$ cat src/rtl/calc_pkg.sv
// Shared types and constants for the keypad-multiplier calculator sequencer.
package calc_pkg;

  typedef enum logic [2:0] {
    ST_ENT_A = 3'd0,
    ST_ENT_B = 3'd1,
    ST_START = 3'd2,
    ST_WAIT  = 3'd3,
    ST_SHOW  = 3'd4
  } calc_state_t;

  localparam logic [3:0]  KEY_MAX_DIGIT = 4'd9;
  localparam logic [3:0]  KEY_ENTER     = 4'hA;
  localparam logic [3:0]  KEY_CLEAR     = 4'hB;

  localparam logic [1:0]  SEL_A   = 2'd0;
  localparam logic [1:0]  SEL_B   = 2'd1;
  localparam logic [1:0]  SEL_RES = 2'd2;
  localparam logic [1:0]  SEL_ERR = 2'd3;

  localparam logic [15:0] DISP_ERR = 16'hFFFF;

  function automatic logic is_digit(input logic [3:0] code);
    return code <= KEY_MAX_DIGIT;
  endfunction

endpackage

$ cat src/rtl/dec_acc8.sv
// 8-bit decimal operand accumulator with a digit counter; out-of-range or
// excess digits are dropped without changing the value.
module dec_acc8
  import calc_pkg::*;
#(
  parameter int unsigned MAX_DIGITS = 3
) (
  input  logic       clk,
  input  logic       rst,
  input  logic       clear,
  input  logic       load_digit,
  input  logic [3:0] digit,
  output logic [7:0] acc,
  output logic       accepted
);

  localparam int unsigned CW = $clog2(MAX_DIGITS + 1);

  logic [7:0]    acc_q, acc_d;
  logic [CW-1:0] cnt_q, cnt_d;
  logic [11:0]   next_val;

  assign next_val = 12'(acc_q) * 12'd10 + 12'(digit);
  assign accepted = load_digit &&
                    (clear || ((cnt_q < CW'(MAX_DIGITS)) && (next_val <= 12'd255)));

  // clear together with load_digit restarts the operand at that digit
  always_comb begin
    acc_d = acc_q;
    cnt_d = cnt_q;
    if (clear) begin
      acc_d = '0;
      cnt_d = '0;
      if (load_digit) begin
        acc_d = 8'(digit);
        cnt_d = CW'(1);
      end
    end else if (accepted) begin
      acc_d = next_val[7:0];
      cnt_d = cnt_q + 1'b1;
    end
  end

  always_ff @(posedge clk or posedge rst) begin
    if (rst) begin
      acc_q <= '0;
      cnt_q <= '0;
    end else begin
      acc_q <= acc_d;
      cnt_q <= cnt_d;
    end
  end

  assign acc = acc_q;

endmodule

$ cat src/rtl/calc_seq_ctrl.sv
// Calculator sequencer: operand entry, multiplier launch with timeout, and
// selection of the value shown on the BCD / 7-segment path.
module calc_seq_ctrl
  import calc_pkg::*;
#(
  parameter int unsigned TIMEOUT_CYC = 1024,
  parameter int unsigned MAX_DIGITS  = 3
) (
  input  logic        clk,
  input  logic        rst,
  input  logic        key_valid,
  input  logic [3:0]  key_code,
  input  logic        mul_done,
  input  logic [15:0] mul_result,
  output logic [7:0]  op_a,
  output logic [7:0]  op_b,
  output logic        mul_start,
  output logic [15:0] disp_value,
  output logic [1:0]  disp_sel,
  output logic        busy,
  output logic        err
);

  localparam int unsigned TW = (TIMEOUT_CYC > 1) ? $clog2(TIMEOUT_CYC) : 1;

  calc_state_t   state_q, state_d;
  logic [15:0]   result_q, result_d;
  logic          err_q, err_d;
  logic [TW-1:0] tmo_q, tmo_d;

  logic key_digit, key_enter, key_clear, restart;
  logic a_load, a_clear, a_ok, b_load, b_clear, b_ok;

  assign key_digit = key_valid && is_digit(key_code);
  assign key_enter = key_valid && (key_code == KEY_ENTER);
  assign key_clear = key_valid && (key_code == KEY_CLEAR);
  assign restart   = key_digit && (state_q == ST_SHOW);

  assign a_clear = key_clear || restart;
  assign a_load  = key_digit && ((state_q == ST_ENT_A) || (state_q == ST_SHOW));
  assign b_clear = key_clear || restart;
  assign b_load  = key_digit && (state_q == ST_ENT_B);

  dec_acc8 #(.MAX_DIGITS(MAX_DIGITS)) u_acc_a (
    .clk        (clk),
    .rst        (rst),
    .clear      (a_clear),
    .load_digit (a_load),
    .digit      (key_code),
    .acc        (op_a),
    .accepted   (a_ok)
  );

  dec_acc8 #(.MAX_DIGITS(MAX_DIGITS)) u_acc_b (
    .clk        (clk),
    .rst        (rst),
    .clear      (b_clear),
    .load_digit (b_load),
    .digit      (key_code),
    .acc        (op_b),
    .accepted   (b_ok)
  );

  // CLEAR overrides everything, including a mul_done arriving in WAIT
  always_comb begin
    state_d  = state_q;
    result_d = result_q;
    err_d    = err_q;
    tmo_d    = tmo_q;
    if (key_clear) begin
      state_d  = ST_ENT_A;
      result_d = '0;
      err_d    = 1'b0;
      tmo_d    = '0;
    end else begin
      case (state_q)
        ST_ENT_A: if (key_enter) state_d = ST_ENT_B;
        ST_ENT_B: if (key_enter) state_d = ST_START;
        ST_START: begin
          state_d = ST_WAIT;
          tmo_d   = '0;
        end
        ST_WAIT: begin
          if (mul_done) begin
            result_d = mul_result;
            state_d  = ST_SHOW;
          end else if (tmo_q == TW'(TIMEOUT_CYC - 1)) begin
            err_d   = 1'b1;
            state_d = ST_SHOW;
          end else begin
            tmo_d = tmo_q + 1'b1;
          end
        end
        ST_SHOW: if (key_digit) begin
          state_d = ST_ENT_A;
          err_d   = 1'b0;
        end
        default: state_d = ST_ENT_A;
      endcase
    end
  end

  always_ff @(posedge clk or posedge rst) begin
    if (rst) begin
      state_q  <= ST_ENT_A;
      result_q <= '0;
      err_q    <= 1'b0;
      tmo_q    <= '0;
    end else begin
      state_q  <= state_d;
      result_q <= result_d;
      err_q    <= err_d;
      tmo_q    <= tmo_d;
    end
  end

  assign mul_start = (state_q == ST_START);
  assign busy      = (state_q == ST_START) || (state_q == ST_WAIT);
  assign err       = err_q;

  always_comb begin
    disp_value = {8'h00, op_a};
    disp_sel   = SEL_A;
    case (state_q)
      ST_ENT_B, ST_START, ST_WAIT: begin
        disp_value = {8'h00, op_b};
        disp_sel   = SEL_B;
      end
      ST_SHOW: begin
        disp_value = err_q ? DISP_ERR : result_q;
        disp_sel   = err_q ? SEL_ERR  : SEL_RES;
      end
      default: ;
    endcase
  end

  a_accept_only_when_loading: assert property (@(posedge clk) disable iff (rst) a_ok |-> a_load);
  b_accept_only_when_loading: assert property (@(posedge clk) disable iff (rst) b_ok |-> b_load);

endmodule

$ cat config.mk
export PLATFORM = sky130hd
export DESIGN_NAME = calc_seq_ctrl
export DESIGN_NICKNAME = d
export VERILOG_FILES = /design/src/rtl/calc_pkg.sv /design/src/rtl/dec_acc8.sv /design/src/rtl/calc_seq_ctrl.sv
export SDC_FILE = /design/constraint.sdc
export NUM_CORES = 1
export LEC_CHECK = 0
export ABC_AREA = 1
export CAP_MARGIN = 20
export CORE_AREA = 2 2 93 95
export CTS_CLUSTER_SIZE = 16
export DETAILED_ROUTE_END_ITERATION = 8
export DIE_AREA = 0 0 95 97
export GPL_TIMING_DRIVEN = 0
export PLACE_DENSITY = 0.77
export SLEW_MARGIN = 40
export SYNTH_ARGS = -nofsm -noshare
export SYNTH_HDL_FRONTEND = slang
export SYNTH_HIERARCHICAL = 1
export SYNTH_SLANG_ARGS = --single-unit
$ cat constraint.sdc
create_clock -name clk -period 2.59 [get_ports clk]
set_input_delay 0.518 -clock clk [delete_from_list [all_inputs] [get_ports clk]]
set_output_delay 0.518 -clock clk [all_outputs]
set_load 0.01 [all_outputs]
==> results.rst <==
.. list-table::
   :header-rows: 1

   * - Metric
     - Value
   * - Outcome
     - complete, but fails checks
   * - Violations in the final reports
     - setup timing
   * - Hold path startpoint
     - result_q[0]
   * - Type of the worst setup path
     - flop to flop
   * - Cells taking the most area after synthesis
     - sky130_fd_sc_hd__dfrtp_1, sky130_fd_sc_hd__nand3_1, sky130_fd_sc_hd__nand2_1
   * - Number of sinks driven by the clock tree
     - 50
   * - Post-layout instance count excluding filler cells
     - 770
   * - Layout Skew
     - 0.00590 ns
   * - Total net switching power
     - 0.00283 W
   * - Post-Layout Inst Area
     - 5420 sq um
   * - End of the worst register-to-register path
     - u_acc_a/acc[5]
   * - Area growth, synth to finish
     - 34.1%
   * - DRC errors left
     - 0
   * - Number of buffers inserted during clock tree synthesis
     - 5
   * - Sequential share of power
     - 22.1%
   * - Clock root buffer
     - sky130_fd_sc_hd__clkbuf_8
   * - Remaining max-slew budget at the tightest pin
     - 57.2%
   * - Part of the Yosys area used for sequential elements
     - 31.0%
   * - GPL Wtd Cong
     - 0.923
   * - Total of warnings raised by yosys
     - 6
   * - Wire length of the first global-routing pass
     - 18.9 mm
   * - Top cell type by total area after synthesis
     - sky130_fd_sc_hd__dfrtp_1
   * - Placeable Area
     - 8130 sq um
   * - Final Hold Vio Count
     - 0
   * - WL met3
     - 568 um
   * - Share of total power consumed by net switching
     - 46.3%
   * - Worst setup margin
     - -0.170 ns
   * - Met1 WL
     - 4.91 mm
   * - Hold Crit Class
     - flop to flop
   * - Unrepaired setup endpoints after global routing
     - true
   * - Slew @ Worst Pin
     - 0.641 ns
   * - Number of buffers on the longest clock path
     - 2
   * - Clock group share of total power
     - 10.9%
   * - Starting utilization of the core area
     - 49.7%
   * - X dimension of the die
     - 95 um
   * - Layout cells sized above 1
     - 22.1%
   * - All-Layer GR Usage
     - 25.4%
   * - Cell with the largest stage delay on the worst path
     - sky130_fd_sc_hd__fa_2
   * - Placed Instance Area
     - 4770 sq um
   * - PD cells
     - 1130 nW/um^2
   * - Length of the first detailed-routing pass in iterations
     - 5
   * - Leakage power summed over all cells
     - 2.84 nW
   * - I/O pin total
     - 61
   * - Setup slack of the worst register-to-register path
     - -0.17 ns
   * - Routed wire length
     - 12.1 mm
   * - Count of vias placed by the detailed router
     - 4273
   * - Die height
     - 97 um
   * - Port bufs
     - 59
   * - Required arrival time at the worst endpoint
     - 2.78 ns
   * - Area share of the largest cell type after synthesis
     - 31.0%
   * - Via/cell ratio
     - 5.55
   * - Worst-skew pair later-pin latency
     - 0.30 ns
   * - Remaining antenna violation count after routing
     - 0
   * - Destination of the worst hold path
     - result_q[0]
   * - Global route overflow
     - 0
   * - CP arrival
     - 2.95 ns
   * - Number of antenna violations at the first check in global routing
     - 0
   * - Max-cap violations
     - 0
   * - Reg2Reg Launch Point
     - u_acc_a/acc[0]
   * - Max FO, Critical Path
     - 5
   * - Pins over their slew limit
     - 0
   * - Synthesized netlist net count
     - 625
   * - Cell-by-cell listing of the critical path
     - ha_1, ha_4, inv_2, fa_2, nor2_4, buf_6, nand3_4, inv_2, nand2_2, xor2_1, nor2_2, nand3_4, buf_6, nand3_2, nand2_1
   * - Setup violators final
     - 10
   * - Pre-CTS setup slack
     - -0.753 ns
   * - Via count of the first global-routing pass
     - 4138
   * - Period utilisation layout
     - 107%
   * - Flop and latch count out of synthesis
     - 50
   * - Number of unique standard cell types used by synthesis
     - 33
   * - TritonCTS clock tree
     - done
   * - Crit path time final
     - 2.76 ns
   * - Maximum number of pins on one net before global-route repair
     - 31
   * - Clock-pin slew reported for the worst setup and hold paths after clock tree synthesis
     - 0.09 ns
   * - Mean instance size in the synthesized netlist
     - 7.17 sq um
   * - Peak per-stage delay on the critical path
     - 0.46 ns
   * - Uppermost layer routed
     - met4
   * - VDD IR-drop max
     - 707 uV
   * - Die Outline Area
     - 9220 sq um
   * - Final antenna diode count
     - 0
   * - Gate power share
     - 66.9%
   * - Number of cells traversed by the worst hold path
     - 2
   * - Cell total after placement
     - 728
   * - Cell count after synthesis
     - 564
   * - Launching element type of the critical path
     - flop
   * - Starting DRC count in detailed routing
     - 275
   * - Deepest level of the CTS H-tree
     - 2
   * - Fin Setup TNS
     - -1.51 ns
   * - Routed wire length on met2
     - 6.14 mm
   * - Internal Pwr Total
     - 0.00327 W
   * - Hold-fix buffer count after cts
     - 0
   * - Detailed Place HPWL
     - 8.04 mm
   * - Fin nets
     - 725
   * - Routed wire length per instance
     - 15.8 um
   * - Placement row count
     - 33
   * - Cell area after technology mapping
     - 4040 sq um
   * - Number of cells on the worst reg-to-reg path
     - 15
   * - Maximum achievable frequency
     - 0.362 GHz
   * - Crit end category
     - flop
   * - Total power of the final layout
     - 0.00610 W
## worst max-delay path, delay by kind of cell (launching register included)
kind                     cells  cell delay (ns)
XOR/XNOR                     1             0.15
buffers and inverters        4             0.45
adder cells (fa/ha/maj)      3             0.91
flip-flops                   1             0.43
AND/OR/NAND/NOR              7             0.70
## cell type report
| type | count | area, sq um |
|---|---|---|
| tap | 105 | 131 |
| multi-input combinational | 420 | 2570 |
| inverter | 77 | 300 |
| clock inverter | 2 | 60.1 |
| fill | 638 | 2710 |
| buffer | 16 | 129 |
| timing repair buffer | 94 | 878 |
| sequential | 50 | 1260 |
| clock buffer | 6 | 82.6 |
## cell usage in the layout (no fill, tap or decap), types with 3 or more instances in the layout
master / synthesis / routed
sky130_fd_sc_hd__nor2_2: 1 / 4
sky130_fd_sc_hd__nand2_1: 131 / 126
sky130_fd_sc_hd__xor2_1: 7 / 7
sky130_fd_sc_hd__dfrtp_2: 0 / 11
sky130_fd_sc_hd__buf_2: 7 / 4
sky130_fd_sc_hd__a21oi_1: 23 / 22
sky130_fd_sc_hd__nor2_4: 2 / 5
sky130_fd_sc_hd__clkbuf_8: 0 / 6
sky130_fd_sc_hd__ha_1: 33 / 28
sky130_fd_sc_hd__inv_1: 67 / 62
sky130_fd_sc_hd__dlymetal6s2s_1: 0 / 9
sky130_fd_sc_hd__nor3_1: 3 / 3
sky130_fd_sc_hd__ha_4: 0 / 3
sky130_fd_sc_hd__dlygate4sd2_1: 0 / 4
sky130_fd_sc_hd__nand3b_1: 4 / 4
sky130_fd_sc_hd__clkdlybuf4s50_1: 0 / 46
sky130_fd_sc_hd__o21ai_2: 8 / 8
sky130_fd_sc_hd__buf_4: 1 / 36
sky130_fd_sc_hd__nand2_2: 12 / 16
sky130_fd_sc_hd__inv_2: 7 / 10
sky130_fd_sc_hd__nand3_2: 7 / 16
sky130_fd_sc_hd__o21ai_0: 31 / 31
sky130_fd_sc_hd__dfrtp_1: 50 / 39
sky130_fd_sc_hd__nand3_4: 0 / 3
sky130_fd_sc_hd__buf_6: 5 / 8
sky130_fd_sc_hd__nand3_1: 104 / 92
sky130_fd_sc_hd__nand4_1: 5 / 5
sky130_fd_sc_hd__o21ai_1: 5 / 5
sky130_fd_sc_hd__nor2_1: 29 / 23
## flip-flops by register name, summed over array words and instances (netlist names)
signal,cells
u_acc_a/acc,8
tmo_q,10
u_acc_b/cnt_q,2
err,1
u_acc_a/cnt_q,2
result_q,16
state_q,3
u_acc_b/acc,8
## power groups by stage
stage,Combinational [W],Sequential (W),Clock (W)
floorplan,0.00217,0.00133,0
global placement,0.00305,0.00138,0
detailed placement,0.00314,0.00139,0
CTS,0.00364,0.00133,0.000669
global route,0.00453,0.00138,0.000714
finish,0.00409,0.00135,0.000667
## cells in the mapped netlist (all sizes together)
cell type / number
ha: 33
and2: 1
clkinv: 2
clkbuf: 4
nor2: 32
nor3: 3
fa: 4
xnor2: 3
dfrtp: 50
nand4: 5
nand2: 144
o21bai: 2
xor2: 7
inv: 75
o21ai: 45
nor3b: 1
nand3b: 4
nand3: 111
a21oi: 23
or2: 2
buf: 13
## cells by family after synthesis
family	count (synthesis)	synth area share, %
adder cells (fa/ha/maj)	37	12.2
XOR/XNOR	10	2.17
AND/OR/NAND/NOR	303	34.8
flip-flops	50	31.0
buffers and inverters	94	10.0
AO/OA/AOI/OAI	70	9.81
## worst max path at each step
stage	end	cells after the start	start	slack [ns]
global route	u_acc_a/acc[5]	15	u_acc_a/acc[0]	-0.25
CTS	u_acc_a/acc[5]	15	u_acc_a/acc[1]	-0.01
finish	u_acc_a/acc[5]	15	u_acc_a/acc[0]	-0.17
floorplan	u_acc_a/acc[1]	16	u_acc_a/acc[1]	0.02
detailed placement	u_acc_a/acc[7]	14	key_code[2]	-0.75
global placement	u_acc_a/acc[1]	14	key_code[2]	-0.73
## repair_timing
item | in CTS | in global routing
endpoints found under the setup margin | 29 | 36
gates resized for setup | 39 | 41
setup buffers | 22 | 11
pin swaps | 20 | 11
cloned | 1 | 1
endpoints found under the hold margin | 0 | 0
## per-layer routing
metal  global-route usage (%)  vias up
met5                        0        -
met4                     11.5        0
met3                     3.97       48
met2                     42.7      164
met1                     31.6     2013
li1                         -     2048
## through the flow
step	hold slack (ns)	util, %
after floorplan	0.358	-
after global placement	0.493	58.7
after detailed placement	0.509	58.7
after CTS	0.527	64.1
after global routing	0.571	66.7
final	0.544	66.7
(Power assumes the default switching activity.)
